## src/rtl/otter_cu_decode_pipe_if.sv

```systemverilog
// Fetch-to-execute handshake bundle for the registered OTTER decode stage.
// The master drives instructions and downstream ready; the slave is the decoder.
interface otter_cu_decode_pipe_if #(
  parameter int XLEN = 32
);
  logic            in_valid;
  logic            in_ready;
  logic [31:0]     in_ir;
  logic [XLEN-1:0] in_pc;
  logic            br_eq;
  logic            br_lt;
  logic            br_ltu;
  logic            flush;

  logic            out_valid;
  logic            out_ready;
  logic [XLEN-1:0] out_pc;
  logic [4:0]      out_rd;
  logic            out_alu_srca;
  logic [1:0]      out_alu_srcb;
  logic [3:0]      out_alu_fun;
  logic [1:0]      out_rf_wr_sel;
  logic [2:0]      out_pc_source;
  logic            out_mem_we;
  logic            out_mem_re;
  logic [2:0]      out_msize;
  logic            out_rf_we;
  logic            out_illegal;

  modport master (
    output in_valid, in_ir, in_pc, br_eq, br_lt, br_ltu, flush, out_ready,
    input  in_ready, out_valid, out_pc, out_rd, out_alu_srca, out_alu_srcb,
           out_alu_fun, out_rf_wr_sel, out_pc_source, out_mem_we, out_mem_re,
           out_msize, out_rf_we, out_illegal
  );

  modport slave (
    input  in_valid, in_ir, in_pc, br_eq, br_lt, br_ltu, flush, out_ready,
    output in_ready, out_valid, out_pc, out_rd, out_alu_srca, out_alu_srcb,
           out_alu_fun, out_rf_wr_sel, out_pc_source, out_mem_we, out_mem_re,
           out_msize, out_rf_we, out_illegal
  );
endinterface

```

## src/rtl/otter_cu_decode_pipe.sv

```systemverilog
// Registered OTTER control decoder with valid/ready, branch resolve and load-use bubble.
// Define OTTER_DEC_PERF_EN to build the saturating hazard-bubble counter.
module otter_cu_decode_pipe #(
  parameter int XLEN   = 32,
  parameter int PERF_W = 16
) (
  input  logic              clk_i,
  input  logic              rst_ni,
  otter_cu_decode_pipe_if.slave bus,
  output logic [PERF_W-1:0] perf_bubbles_o
);

  localparam logic [6:0] OPC_LUI    = 7'b0110111;
  localparam logic [6:0] OPC_AUIPC  = 7'b0010111;
  localparam logic [6:0] OPC_JAL    = 7'b1101111;
  localparam logic [6:0] OPC_JALR   = 7'b1100111;
  localparam logic [6:0] OPC_BRANCH = 7'b1100011;
  localparam logic [6:0] OPC_LOAD   = 7'b0000011;
  localparam logic [6:0] OPC_STORE  = 7'b0100011;
  localparam logic [6:0] OPC_OP_IMM = 7'b0010011;
  localparam logic [6:0] OPC_OP     = 7'b0110011;
  localparam logic [6:0] OPC_SYSTEM = 7'b1110011;

  logic [6:0] opcode;
  logic [2:0] f3;
  logic       f7b5;
  logic [4:0] rd, rs1, rs2;
  logic       unused_ir;

  assign opcode    = bus.in_ir[6:0];
  assign rd        = bus.in_ir[11:7];
  assign f3        = bus.in_ir[14:12];
  assign rs1       = bus.in_ir[19:15];
  assign rs2       = bus.in_ir[24:20];
  assign f7b5      = bus.in_ir[30];
  assign unused_ir = ^{bus.in_ir[31], bus.in_ir[29:25]};

  logic       illegal_d, srca_d, mem_we_d, mem_re_d, rf_we_d;
  logic [1:0] srcb_d, wr_sel_d;
  logic [3:0] alu_fun_d;
  logic [2:0] pc_src_d, msize_d;
  logic       br_taken, uses_rs1, uses_rs2;

  always_comb begin
    br_taken = 1'b0;
    case (f3)
      3'b000:  br_taken = bus.br_eq;
      3'b001:  br_taken = !bus.br_eq;
      3'b100:  br_taken = bus.br_lt;
      3'b101:  br_taken = !bus.br_lt;
      3'b110:  br_taken = bus.br_ltu;
      3'b111:  br_taken = !bus.br_ltu;
      default: br_taken = 1'b0;
    endcase
  end

  always_comb begin
    illegal_d = 1'b0;
    srca_d    = 1'b0;
    srcb_d    = 2'd0;
    alu_fun_d = 4'b0000;
    wr_sel_d  = 2'd3;
    pc_src_d  = 3'd0;
    mem_we_d  = 1'b0;
    mem_re_d  = 1'b0;
    msize_d   = 3'd0;
    uses_rs1  = 1'b1;
    uses_rs2  = 1'b0;
    case (opcode)
      OPC_LUI: begin
        srca_d    = 1'b1;
        alu_fun_d = 4'b1001;
        uses_rs1  = 1'b0;
      end
      OPC_AUIPC: begin
        srca_d   = 1'b1;
        srcb_d   = 2'd3;
        uses_rs1 = 1'b0;
      end
      OPC_JAL: begin
        wr_sel_d = 2'd0;
        pc_src_d = 3'd3;
        uses_rs1 = 1'b0;
      end
      OPC_JALR: begin
        srcb_d   = 2'd1;
        wr_sel_d = 2'd0;
        pc_src_d = 3'd1;
      end
      OPC_BRANCH: begin
        pc_src_d = br_taken ? 3'd2 : 3'd0;
        uses_rs2 = 1'b1;
      end
      OPC_LOAD: begin
        srcb_d   = 2'd1;
        wr_sel_d = 2'd2;
        mem_re_d = 1'b1;
        msize_d  = f3;
      end
      OPC_STORE: begin
        srcb_d   = 2'd2;
        mem_we_d = 1'b1;
        msize_d  = f3;
        uses_rs2 = 1'b1;
      end
      OPC_OP_IMM: begin
        srcb_d    = 2'd1;
        alu_fun_d = (f3 == 3'b101) ? {f7b5, f3} : {1'b0, f3};
      end
      OPC_OP: begin
        alu_fun_d = {f7b5, f3};
        uses_rs2  = 1'b1;
      end
      OPC_SYSTEM: begin
        alu_fun_d = 4'b1001;
        wr_sel_d  = 2'd1;
      end
      default: illegal_d = 1'b1;
    endcase
  end

  assign rf_we_d = !illegal_d && (rd != 5'd0)
                && (opcode != OPC_BRANCH) && (opcode != OPC_STORE)
                && !((opcode == OPC_SYSTEM) && (f3 == 3'b000));

  logic            out_valid_q, load_pend_q;
  logic [4:0]      load_rd_q, out_rd_q;
  logic [XLEN-1:0] out_pc_q;
  logic            srca_q, mem_we_q, mem_re_q, rf_we_q, illegal_q;
  logic [1:0]      srcb_q, wr_sel_q;
  logic [3:0]      alu_fun_q;
  logic [2:0]      pc_src_q, msize_q;
  logic            adv, hazard, take;

  assign adv    = !out_valid_q || bus.out_ready;
  assign hazard = load_pend_q && ((uses_rs1 && (rs1 == load_rd_q))
                               || (uses_rs2 && (rs2 == load_rd_q)));
  assign bus.in_ready = adv && !hazard && !bus.flush;
  assign take   = bus.in_valid && !hazard;

  // FLUSH outranks adv; a stalled or empty advance drops the slot and the pending load
  always_ff @(posedge clk_i or negedge rst_ni) begin
    if (!rst_ni) begin
      out_valid_q <= 1'b0;
      load_pend_q <= 1'b0;
      load_rd_q   <= 5'd0;
      out_pc_q    <= '0;
      out_rd_q    <= 5'd0;
      srca_q      <= 1'b0;
      srcb_q      <= 2'd0;
      alu_fun_q   <= 4'd0;
      wr_sel_q    <= 2'd0;
      pc_src_q    <= 3'd0;
      mem_we_q    <= 1'b0;
      mem_re_q    <= 1'b0;
      msize_q     <= 3'd0;
      rf_we_q     <= 1'b0;
      illegal_q   <= 1'b0;
    end else if (bus.flush) begin
      out_valid_q <= 1'b0;
      load_pend_q <= 1'b0;
    end else if (adv) begin
      if (take) begin
        out_valid_q <= 1'b1;
        load_pend_q <= (opcode == OPC_LOAD) && (rd != 5'd0);
        load_rd_q   <= rd;
        out_pc_q    <= bus.in_pc;
        out_rd_q    <= rd;
        srca_q      <= srca_d;
        srcb_q      <= srcb_d;
        alu_fun_q   <= alu_fun_d;
        wr_sel_q    <= wr_sel_d;
        pc_src_q    <= pc_src_d;
        mem_we_q    <= mem_we_d;
        mem_re_q    <= mem_re_d;
        msize_q     <= msize_d;
        rf_we_q     <= rf_we_d;
        illegal_q   <= illegal_d;
      end else begin
        out_valid_q <= 1'b0;
        load_pend_q <= 1'b0;
      end
    end
  end

  assign bus.out_valid     = out_valid_q;
  assign bus.out_pc        = out_pc_q;
  assign bus.out_rd        = out_rd_q;
  assign bus.out_alu_srca  = srca_q;
  assign bus.out_alu_srcb  = srcb_q;
  assign bus.out_alu_fun   = alu_fun_q;
  assign bus.out_rf_wr_sel = wr_sel_q;
  assign bus.out_pc_source = pc_src_q;
  assign bus.out_mem_we    = mem_we_q;
  assign bus.out_mem_re    = mem_re_q;
  assign bus.out_msize     = msize_q;
  assign bus.out_rf_we     = rf_we_q;
  assign bus.out_illegal   = illegal_q;

`ifdef OTTER_DEC_PERF_EN
  logic [PERF_W-1:0] perf_q;

  always_ff @(posedge clk_i or negedge rst_ni) begin
    if (!rst_ni) begin
      perf_q <= '0;
    end else if (adv && bus.in_valid && hazard && !bus.flush && (perf_q != '1)) begin
      perf_q <= perf_q + {{(PERF_W-1){1'b0}}, 1'b1};
    end
  end

  assign perf_bubbles_o = perf_q;
`else
  assign perf_bubbles_o = '0;
`endif

endmodule

```

## src/flat_wrapper.sv

```systemverilog
// flat-port wrapper written by rule: the top's interface ports become plain ports
module otter_cu_decode_pipe_flat 
#(
  parameter int XLEN   = 32,
  parameter int PERF_W = 16
)
  (clk_i, rst_ni, perf_bubbles_o, bus_in_valid, bus_in_ir, bus_in_pc, bus_br_eq, bus_br_lt, bus_br_ltu, bus_flush, bus_out_ready, bus_in_ready, bus_out_valid, bus_out_pc, bus_out_rd, bus_out_alu_srca, bus_out_alu_srcb, bus_out_alu_fun, bus_out_rf_wr_sel, bus_out_pc_source, bus_out_mem_we, bus_out_mem_re, bus_out_msize, bus_out_rf_we, bus_out_illegal);
  otter_cu_decode_pipe_if #(.XLEN(XLEN)) bus_i ();
  input  logic clk_i;
  input  logic rst_ni;
  output logic [PERF_W-1:0] perf_bubbles_o;
  input wire logic [$bits(bus_i.in_valid)-1:0] bus_in_valid;
  input wire logic [$bits(bus_i.in_ir)-1:0] bus_in_ir;
  input wire logic [$bits(bus_i.in_pc)-1:0] bus_in_pc;
  input wire logic [$bits(bus_i.br_eq)-1:0] bus_br_eq;
  input wire logic [$bits(bus_i.br_lt)-1:0] bus_br_lt;
  input wire logic [$bits(bus_i.br_ltu)-1:0] bus_br_ltu;
  input wire logic [$bits(bus_i.flush)-1:0] bus_flush;
  input wire logic [$bits(bus_i.out_ready)-1:0] bus_out_ready;
  output wire logic [$bits(bus_i.in_ready)-1:0] bus_in_ready;
  output wire logic [$bits(bus_i.out_valid)-1:0] bus_out_valid;
  output wire logic [$bits(bus_i.out_pc)-1:0] bus_out_pc;
  output wire logic [$bits(bus_i.out_rd)-1:0] bus_out_rd;
  output wire logic [$bits(bus_i.out_alu_srca)-1:0] bus_out_alu_srca;
  output wire logic [$bits(bus_i.out_alu_srcb)-1:0] bus_out_alu_srcb;
  output wire logic [$bits(bus_i.out_alu_fun)-1:0] bus_out_alu_fun;
  output wire logic [$bits(bus_i.out_rf_wr_sel)-1:0] bus_out_rf_wr_sel;
  output wire logic [$bits(bus_i.out_pc_source)-1:0] bus_out_pc_source;
  output wire logic [$bits(bus_i.out_mem_we)-1:0] bus_out_mem_we;
  output wire logic [$bits(bus_i.out_mem_re)-1:0] bus_out_mem_re;
  output wire logic [$bits(bus_i.out_msize)-1:0] bus_out_msize;
  output wire logic [$bits(bus_i.out_rf_we)-1:0] bus_out_rf_we;
  output wire logic [$bits(bus_i.out_illegal)-1:0] bus_out_illegal;
  assign bus_i.in_valid = bus_in_valid;
  assign bus_i.in_ir = bus_in_ir;
  assign bus_i.in_pc = bus_in_pc;
  assign bus_i.br_eq = bus_br_eq;
  assign bus_i.br_lt = bus_br_lt;
  assign bus_i.br_ltu = bus_br_ltu;
  assign bus_i.flush = bus_flush;
  assign bus_i.out_ready = bus_out_ready;
  assign bus_in_ready = bus_i.in_ready;
  assign bus_out_valid = bus_i.out_valid;
  assign bus_out_pc = bus_i.out_pc;
  assign bus_out_rd = bus_i.out_rd;
  assign bus_out_alu_srca = bus_i.out_alu_srca;
  assign bus_out_alu_srcb = bus_i.out_alu_srcb;
  assign bus_out_alu_fun = bus_i.out_alu_fun;
  assign bus_out_rf_wr_sel = bus_i.out_rf_wr_sel;
  assign bus_out_pc_source = bus_i.out_pc_source;
  assign bus_out_mem_we = bus_i.out_mem_we;
  assign bus_out_mem_re = bus_i.out_mem_re;
  assign bus_out_msize = bus_i.out_msize;
  assign bus_out_rf_we = bus_i.out_rf_we;
  assign bus_out_illegal = bus_i.out_illegal;
  otter_cu_decode_pipe #(.XLEN(XLEN), .PERF_W(PERF_W)) u_core (.clk_i(clk_i), .rst_ni(rst_ni), .bus(bus_i), .perf_bubbles_o(perf_bubbles_o));
endmodule
```

## config.mk

```make
export PLATFORM = sky130hd
export DESIGN_NAME = otter_cu_decode_pipe_flat
export DESIGN_NICKNAME = d
export VERILOG_FILES = /design/src/rtl/otter_cu_decode_pipe_if.sv /design/src/rtl/otter_cu_decode_pipe.sv /design/src/flat_wrapper.sv
export SDC_FILE = /design/constraint.sdc
export NUM_CORES = 1
export LEC_CHECK = 0
export CORE_UTILIZATION = 36
export DETAILED_ROUTE_END_ITERATION = 16
export PLACE_DENSITY = 0.76
export SYNTH_ARGS = -nofsm -noshare
export SYNTH_HDL_FRONTEND = slang
export SYNTH_SLANG_ARGS = --single-unit
```

## constraint.sdc

```tcl
create_clock -name clk_i -period 1.9 [get_ports clk_i]
set_input_delay 0.38 -clock clk_i [delete_from_list [all_inputs] [get_ports clk_i]]
set_output_delay 0.38 -clock clk_i [all_outputs]
set_load 0.05 [all_outputs]
```

; After elaboration in Yosys (flattened, before gate mapping)
; Index checks and enable logic that the tools add are counted.
[classes]
mux = 20
n_bitwise = 1
n_reduce_logical = 33
n_eq_ne = 19
[op_table]
columns = op, n
row1 = "equality test 7 bit, second input constant", 4
row2 = "equality test 7 x 6 -> 1 bit, second input constant", 3
row3 = "equality test 7 x 5 -> 1 bit, second input constant", 2
row4 = "equality test 3 bit, second input constant", 4
row5 = logical AND 1 bit, 12
row6 = 2-to-1 mux 1 bit, 12
row7 = one-hot mux 2 bit (3 select lines), 2
row8 = one-hot mux 4 bit (3 select lines), 1
row9 = equality test 5 bit, 2
row10 = OR reduction 10 bit, 1
row11 = one-hot mux 3 bit (3 select lines), 1
row12 = OR reduction 3 bit, 3
row13 = OR reduction 2 bit, 4
row14 = "equality test 7 x 2 -> 1 bit, second input constant", 1
row15 = zero test 1 bit, 7
row16 = "!= test 7 x 6 -> 1 bit, second input constant", 1
row17 = "!= test 7 bit, second input constant", 1
row18 = one-hot mux 1 bit (6 select lines), 1
row19 = nonzero test 5 bit, 1
row20 = 2-to-1 mux 4 bit, 1
row21 = "equality test 3 x 1 -> 1 bit, second input constant", 1
row22 = zero test 3 bit, 1
row23 = 2-to-1 mux 3 bit, 1
row24 = AND reduction 3 bit, 1
row25 = 4 further kinds, 5
[word_totals]
inputBits = 72
register_bits = 58
wordCells = 87
out_inout_bits = 74

; Logic depth before layout (Yosys ltp)
; Gate-level depths: netlist of the first run.
[logic_depth]
word_depth = 11
ltp_mapped = 8
mapped_depth_nobuf = 5

; Worst setup path after synthesis of the first run
; Ideal clock, no wire load.
[synth_path]
path_type = reg-to-reg
start = reg u_core.bus.out_rd[3] (netlist name)
end = reg u_core.out_pc_q[0] (netlist: u_core.bus.out_pc[0])
setup_time_ns = 0.125
path_stages_with_launch = 8
slack_ns = -0.210
arrival_time_ns = 1.985
required_ns = 1.775
period_less_slack_ns = 2.110
n_path_buf = 2
cell_sequence = dfrtp_1 -> xnor2_1 -> nand3_1 -> a2111oi_4 -> a211oi_2 -> buf_6 -> buf_6 -> mux2_4
[synth_lines]
columns = item, line
row1 = to (signal assigned), otter_cu_decode_pipe.sv:167  ; out_pc_q <= bus.in_pc;
row2 = to (decl), otter_cu_decode_pipe.sv:128  ; logic [XLEN-1:0] out_pc_q;

==> reports/metrics.csv, run 1 <==
metric;value;unit
synth_ff_type;dfrtp_1;
die_w;91.2;µm
final_hold_viol_count;0;
nNetsFinal;449;
grt_pass1_wl;11400;µm
power_frac_seq;35.9;%
hold_path_class;primary input to async pin;
dp_cells;464;
ios;146;
grt_usage;17.9;%
first_pass_iters;6;
hpwl;5210;µm
setup_tns;-11030;ps
synth_edf_count;0;
r2r_setup_slack;-310;ps
critPathMaxStageDelay;440;ps
drtIter0Drc;75;
cp_max_fo;3;
path_clk_slew;70;ps
crit_required;1520;ps
hold-worst-slack;28.8;ps
slew_viol_final;0;
clkSinkCount;57;
power.density;873;nW/µm²
switching_share;35.5;%
reg2reg_to;u_core.bus.out_pc[16];
crit_chain;xnor2_1, nand4_1, a2111oi_4, a21oi_1, and3b_2, buf_8;
core;7730;µm²
min_period;2300;ps
cts_buffer_depth;2;
antenna_found_initial;0;
final_layout_size_suffix_gt1_share;36.5;%
rows;32;
multi_input_area;1310;µm²
seq_area_frac_synth;49.8;%
endpoint;bus_in_ready;
post-route-drc-count;0;
relSlewSlack;64.9;%
synthDistinctLibCells;39;
cp-start-kind;flip-flop;
viasPerCell;4.62;
die_h;91.2;µm
netlist_instances;215;
drt-total-wl;7090;µm
area_growth;62.7;%
setup_slack;-396;ps
drv_cap;0;
initial_core_util;37.1;%
p_sw;1.44;mW
vias;2232;
intPower;2.63;mW
peakVddDrop;0.507;mV
skew;8.38;ps
dieArea;8320;µm²
io_buffers;122;
power_leakage;2.31;nW
status;finished, violations left;
fmax;436;MHz
synthArstFlopShare;100;%
arrival;1920;ps
overflow;0;
power_frac_comb;37.3;%
fin_util;60.3;%
r2r_start;u_core.bus.out_rd[3];
cts_max_level;3;
syn_area_per_cell;13.3;µm²
setup_viol;58;
grt_max_degree;58;
cts_inserted_buffers;9;
clk_latency;330;ps
fillerInstances;626;
routedWlPerCell;14.7;µm
gp_congestion;0.813;
violations;setup timing;
fin_crit_sh;121;%
antennaDiodeCount;0;
dp_slack;-630;ps
critical_path_class;flip-flop to output pin;
rsz0062_at_grt;true;
seqCellArea;1430;µm²
reg2reg_depth;8;
grt_pass1_vias;2297;
ant_nets;0;
yosysWarnings;0;
cpMaxStageDelayCell;dfrtp_2;
ctsRootBufferMaster;clkbuf_8;
cts_tree;done;
worst_pin_slew;526;ps
ys_ff_latch;57;
worstSetupStartpoint;u_core.bus.out_rd[3];
clkPwrFrac;26.8;%
instances_no_fill;483;
synth_area;2870;µm²
worst_setup_path_end_kind;output pin;
==> worst min-delay path by stage <==
stage | from | to | slack (ps) | cells past startpoint
6_report | rst_ni | u_core.bus.out_valid | 30 | 2
4_1_cts | rst_ni | u_core.bus.out_illegal | 60 | 2
2_1_floorplan | rst_ni | u_core.bus.out_alu_fun[0] | 80 | 0
5_1_grt | rst_ni | u_core.bus.out_valid | 50 | 2
3_5_place_dp | rst_ni | u_core.bus.out_valid | 410 | 2
3_3_place_gp | rst_ni | u_core.bus.out_rf_we | 410 | 2
==> power groups by stage <==
stage | Combinational, mW | Sequential, mW | Clock (mW)
2_1_floorplan | 0.431 | 2.01 | 0
3_3_place_gp | 1.50 | 1.48 | 0
3_5_place_dp | 1.52 | 1.48 | 0
4_1_cts | 1.53 | 1.47 | 1.12
5_1_grt | 1.58 | 1.48 | 1.18
6_report | 1.52 | 1.46 | 1.09
==> worst max-delay path: cells and delay by family (launching register included) <==
kind | cells | cell delay, ps
DFF | 1 | 440
AOI/OAI and AO/OA | 2 | 430
and+or+nand+nor | 2 | 410
xor gates and xnor gates | 1 | 170
buffers and inverters | 1 | 150
==> layer usage <==
| layer | vias to the layer above | track usage [%] | wire, µm | share of wire (%) |
|---|---|---|---|---|
| li1 | 1037 | - | - | - |
| met1 | 1077 | 21.4 | 2930 | 41 |
| met2 | 105 | 30.4 | 3530 | 50 |
| met3 | 13 | 5.19 | 509 | 7.2 |
| met4 | 0 | 6.61 | 115 | 1.6 |
| met5 | - | 0 | 0 | 0 |
==> through the flow <==
stage          total power [mW]  instance area [µm²]
6_report                   4.07                 4660
5_1_grt                    4.24                 4660
4_1_cts                    4.12                 4590
3_5_place_dp               3.00                 4340
3_3_place_gp               2.98                 4340
2_1_floorplan              2.44                 2960
==> cell families after synthesis <==
group	Yosys count	share of synthesized area [%]
AO/OA/AOI/OAI	13	4.71
XOR/XNOR	13	3.97
buffers and inverters	33	7.90
flip-flops	57	49.8
multiplexers	57	25.0
other	1	0.131
AND/OR/NAND/NOR	41	8.56
==> sequential cells by signal, indices dropped and copies added (netlist names) <==
signal,cells
u_core.bus.out_alu_fun,4
u_core.bus.out_alu_srca,1
u_core.bus.out_alu_srcb,2
u_core.bus.out_illegal,1
u_core.bus.out_mem_re,1
u_core.bus.out_mem_we,1
u_core.bus.out_msize,3
u_core.bus.out_pc,32
u_core.bus.out_pc_source,2
u_core.bus.out_rd,5
u_core.bus.out_rf_we,1
u_core.bus.out_rf_wr_sel,2
u_core.bus.out_valid,1
u_core.load_pend_q,1
==> placed cells by master (no fill, tap or decap), types with 8 or more instances in the layout <==
cell / synthesis / routed
clkbuf_8: 0 / 10
dlygate4sd2_1: 0 / 15
dlymetal6s2s_1: 0 / 26
conb_1: 1 / 17
nand2_1: 9 / 9
mux2_4: 22 / 22
dfrtp_1: 57 / 52
clkdlybuf4s50_1: 0 / 60
xnor2_1: 11 / 8
mux2_2: 28 / 28
buf_4: 18 / 52
==> what timing repair did <==
item / 4_1_cts / 5_1_grt
setup buffers: 3 / 0
resized for setup: 24 / 27
endpoints found under the setup margin: 61 / 84
hold buffers: 0 / 0
pin swaps: 16 / 0
cloned: 1 / 0
==> Yosys cell counts (4+ instances only) <==
master	number	area share (%)
nor3_1	5	0.87
mux2i_1	7	2.4
buf_2	4	0.70
mux2_2	28	11
inv_1	7	0.92
xnor2_1	11	3.4
nor2b_1	4	0.87
mux2_4	22	12
dfrtp_1	57	50
nand2_1	9	1.2
buf_6	4	1.6
buf_4	18	4.7
==> final cells by class <==
type                            instances  share of cell area [%]
Clock buffer                           11                    3.03
Clock inverter                          4                   0.966
Inverter                                7                   0.563
Multi-Input combinational cell        141                    28.1
Sequential cell                        57                    30.7
Tap cell                              102                    2.74
Timing Repair Buffer                  161                    33.9
Note: power is estimated with default switching activity, not from simulation.
==> run 2, diff against run 1 <==
--- a/config.mk
+++ b/config.mk
@@ -6,6 +6,7 @@
 export NUM_CORES = 1
 export LEC_CHECK = 0
 export CORE_UTILIZATION = 36
+export CTS_BUF_LIST = sky130_fd_sc_hd__clkbuf_8 sky130_fd_sc_hd__clkbuf_16
 export DETAILED_ROUTE_END_ITERATION = 16
 export PLACE_DENSITY = 0.76
 export SYNTH_ARGS = -nofsm -noshare
==> reports/metrics.csv, run 2 (same netlist as run 1, synthesis figures left out) <==
metric;value;unit;change
fillerInstances;626;;unchanged
layout_common_cells;60 x clkdlybuf4s50_1, 52 x buf_4, 52 x dfrtp_1;;
drt-total-wl;7090;µm;unchanged
r2r_start;u_core.bus.out_rd[3];;
cts_max_level;3;;unchanged
wl_met1;2930;µm;unchanged
area_growth;62.7;%;unchanged
largest_register_ffs;32;;unchanged
final_layout_size_suffix_gt1_share;36.5;%;unchanged
path_clk_slew;70;ps;about the same
gp_congestion;0.813;;unchanged
maxUsedRoutingLayer;met4;;
ctsRootBufferMaster;clkbuf_8;;
peakVddDrop;0.507;mV;about the same
hpwl;5210;µm;unchanged
violations;setup timing;;
final_common_cell;clkdlybuf4s50_1;;
ant_nets;0;;unchanged
post-route-drc-count;0;;unchanged
power.density;872;nW/µm²;-0.12%
worstSetupStartpoint;u_core.bus.out_rd[3];;
grt_usage;17.9;%;unchanged
die_w;91.2;µm;unchanged
vias;2232;;unchanged
power_leakage;2.31;nW;+0.18%
rsz0062_at_grt;true;;
grt_pass1_vias;2297;;unchanged
stdcell_area;4660;µm²;unchanged
endpoint;bus_in_ready;;
first_pass_iters;6;;unchanged
arrival;1920;ps;about the same
die_h;91.2;µm;unchanged
relSlewSlack;64.9;%;unchanged
dieArea;8320;µm²;unchanged
drv_cap;0;;unchanged
fmax;436;MHz;about the same
dp_slack;-630;ps;unchanged
initial_core_util;37.1;%;unchanged
crit_required;1520;ps;about the same
wl_met2;3530;µm;unchanged
routedWlPerCell;14.7;µm;unchanged
io_buffers;122;;unchanged
cts_tree;done;;
hold_path_class;primary input to async pin;;
status;finished, violations left;;
worst_pin_slew;526;ps;unchanged
grt_pass1_wl;11400;µm;unchanged
cp_max_fo;3;;unchanged
cp-start-kind;flip-flop;;
min_period;2300;ps;+0.375 ps
reg2reg_to;u_core.bus.out_pc[16];;
core;7730;µm²;unchanged
ios;146;;unchanged
viasPerCell;4.62;;unchanged
setup_slack;-396;ps;-0.375 ps
critical_path_class;flip-flop to output pin;;
setup_viol;58;;unchanged
cts_hold_buf;0;;unchanged
clkSinkCount;57;;unchanged
reg2reg_depth;8;;unchanged
antenna_found_initial;0;;unchanged
cts_buffer_depth;2;;unchanged
drtIter0Drc;75;;unchanged
placed_area;4340;µm²;unchanged
skew;8.64;ps;+0.256 ps
slew_viol_final;0;;unchanged
nNetsFinal;449;;unchanged
rows;32;;unchanged
fin_crit_sh;121;%;about the same
grt_max_degree;58;;unchanged
final_hold_viol_count;0;;unchanged
overflow;0;;unchanged
cts_inserted_buffers;9;;unchanged
dr_wl_met3;509;µm;unchanged
worst_setup_path_end_kind;output pin;;
r2r_setup_slack;-310;ps;about the same
antennaDiodeCount;0;;unchanged
clk_latency;330;ps;about the same
-- run 2: where the power goes --
group          switching (mW)  internal, mW
Sequential             0.0946          1.37
Combinational           0.885         0.634
Clock                   0.465         0.622
-- run 2: worst min-delay path by stage --
| stage | to | slack (ps) | depth (start not counted) |
|---|---|---|---|
| floorplan | u_core.bus.out_alu_fun[0] | 80 | 0 |
| global placement | u_core.bus.out_rf_we | 410 | 2 |
| detailed placement | u_core.bus.out_valid | 410 | 2 |
| CTS | u_core.bus.out_illegal | 60 | 2 |
| global route | u_core.bus.out_valid | 50 | 2 |
| finish | u_core.bus.out_valid | 30 | 2 |
-- run 2: layer usage --
layer	global-route usage [%]	up-vias
li1	-	1037
met4	6.61	0
met5	0	-
met2	30.4	105
met3	5.19	13
met1	21.4	1077
-- run 2: cell type report --
class | count | area [µm²] | share of cell area [%]
Clock buffer | 10 | 138 | 2.95
Sequential cell | 57 | 1430 | 30.7
Clock inverter | 5 | 48.8 | 1.05
Inverter | 7 | 26.3 | 0.563
Tap cell | 102 | 128 | 2.74
Timing Repair Buffer | 161 | 1580 | 33.9
Multi-Input combinational cell | 141 | 1310 | 28.1
-- run 2: critical path: stages, from the launching register on --
cell,delay [ps]
dfrtp_2,440
xnor2_1,170
nand4_1,180
a2111oi_4,310
a21oi_1,120
and3b_2,230
buf_8,150
-- run 2: timing repair --
action / in CTS / in global routing
cloned: 1 / 0
setup endpoints to repair: 61 / 84
gates resized for setup: 24 / 27
pin swaps: 16 / 0
buffers inserted: 3 / 0
-- run 2: metrics by stage --
step                      hold slack [ps]  util [%]  power (mW)  TNS [ps]  cells
after floorplan                      84.4         -        2.44     -5950    231
after global placement                408      56.2        2.98    -33200    464
after detailed placement              410      56.2        3.00    -34060    464
after CTS                            55.7      59.4        4.12     -9010    483
after global routing                 45.7      60.3        4.24    -15160    483
final                                28.8      60.3        4.07    -11050    483
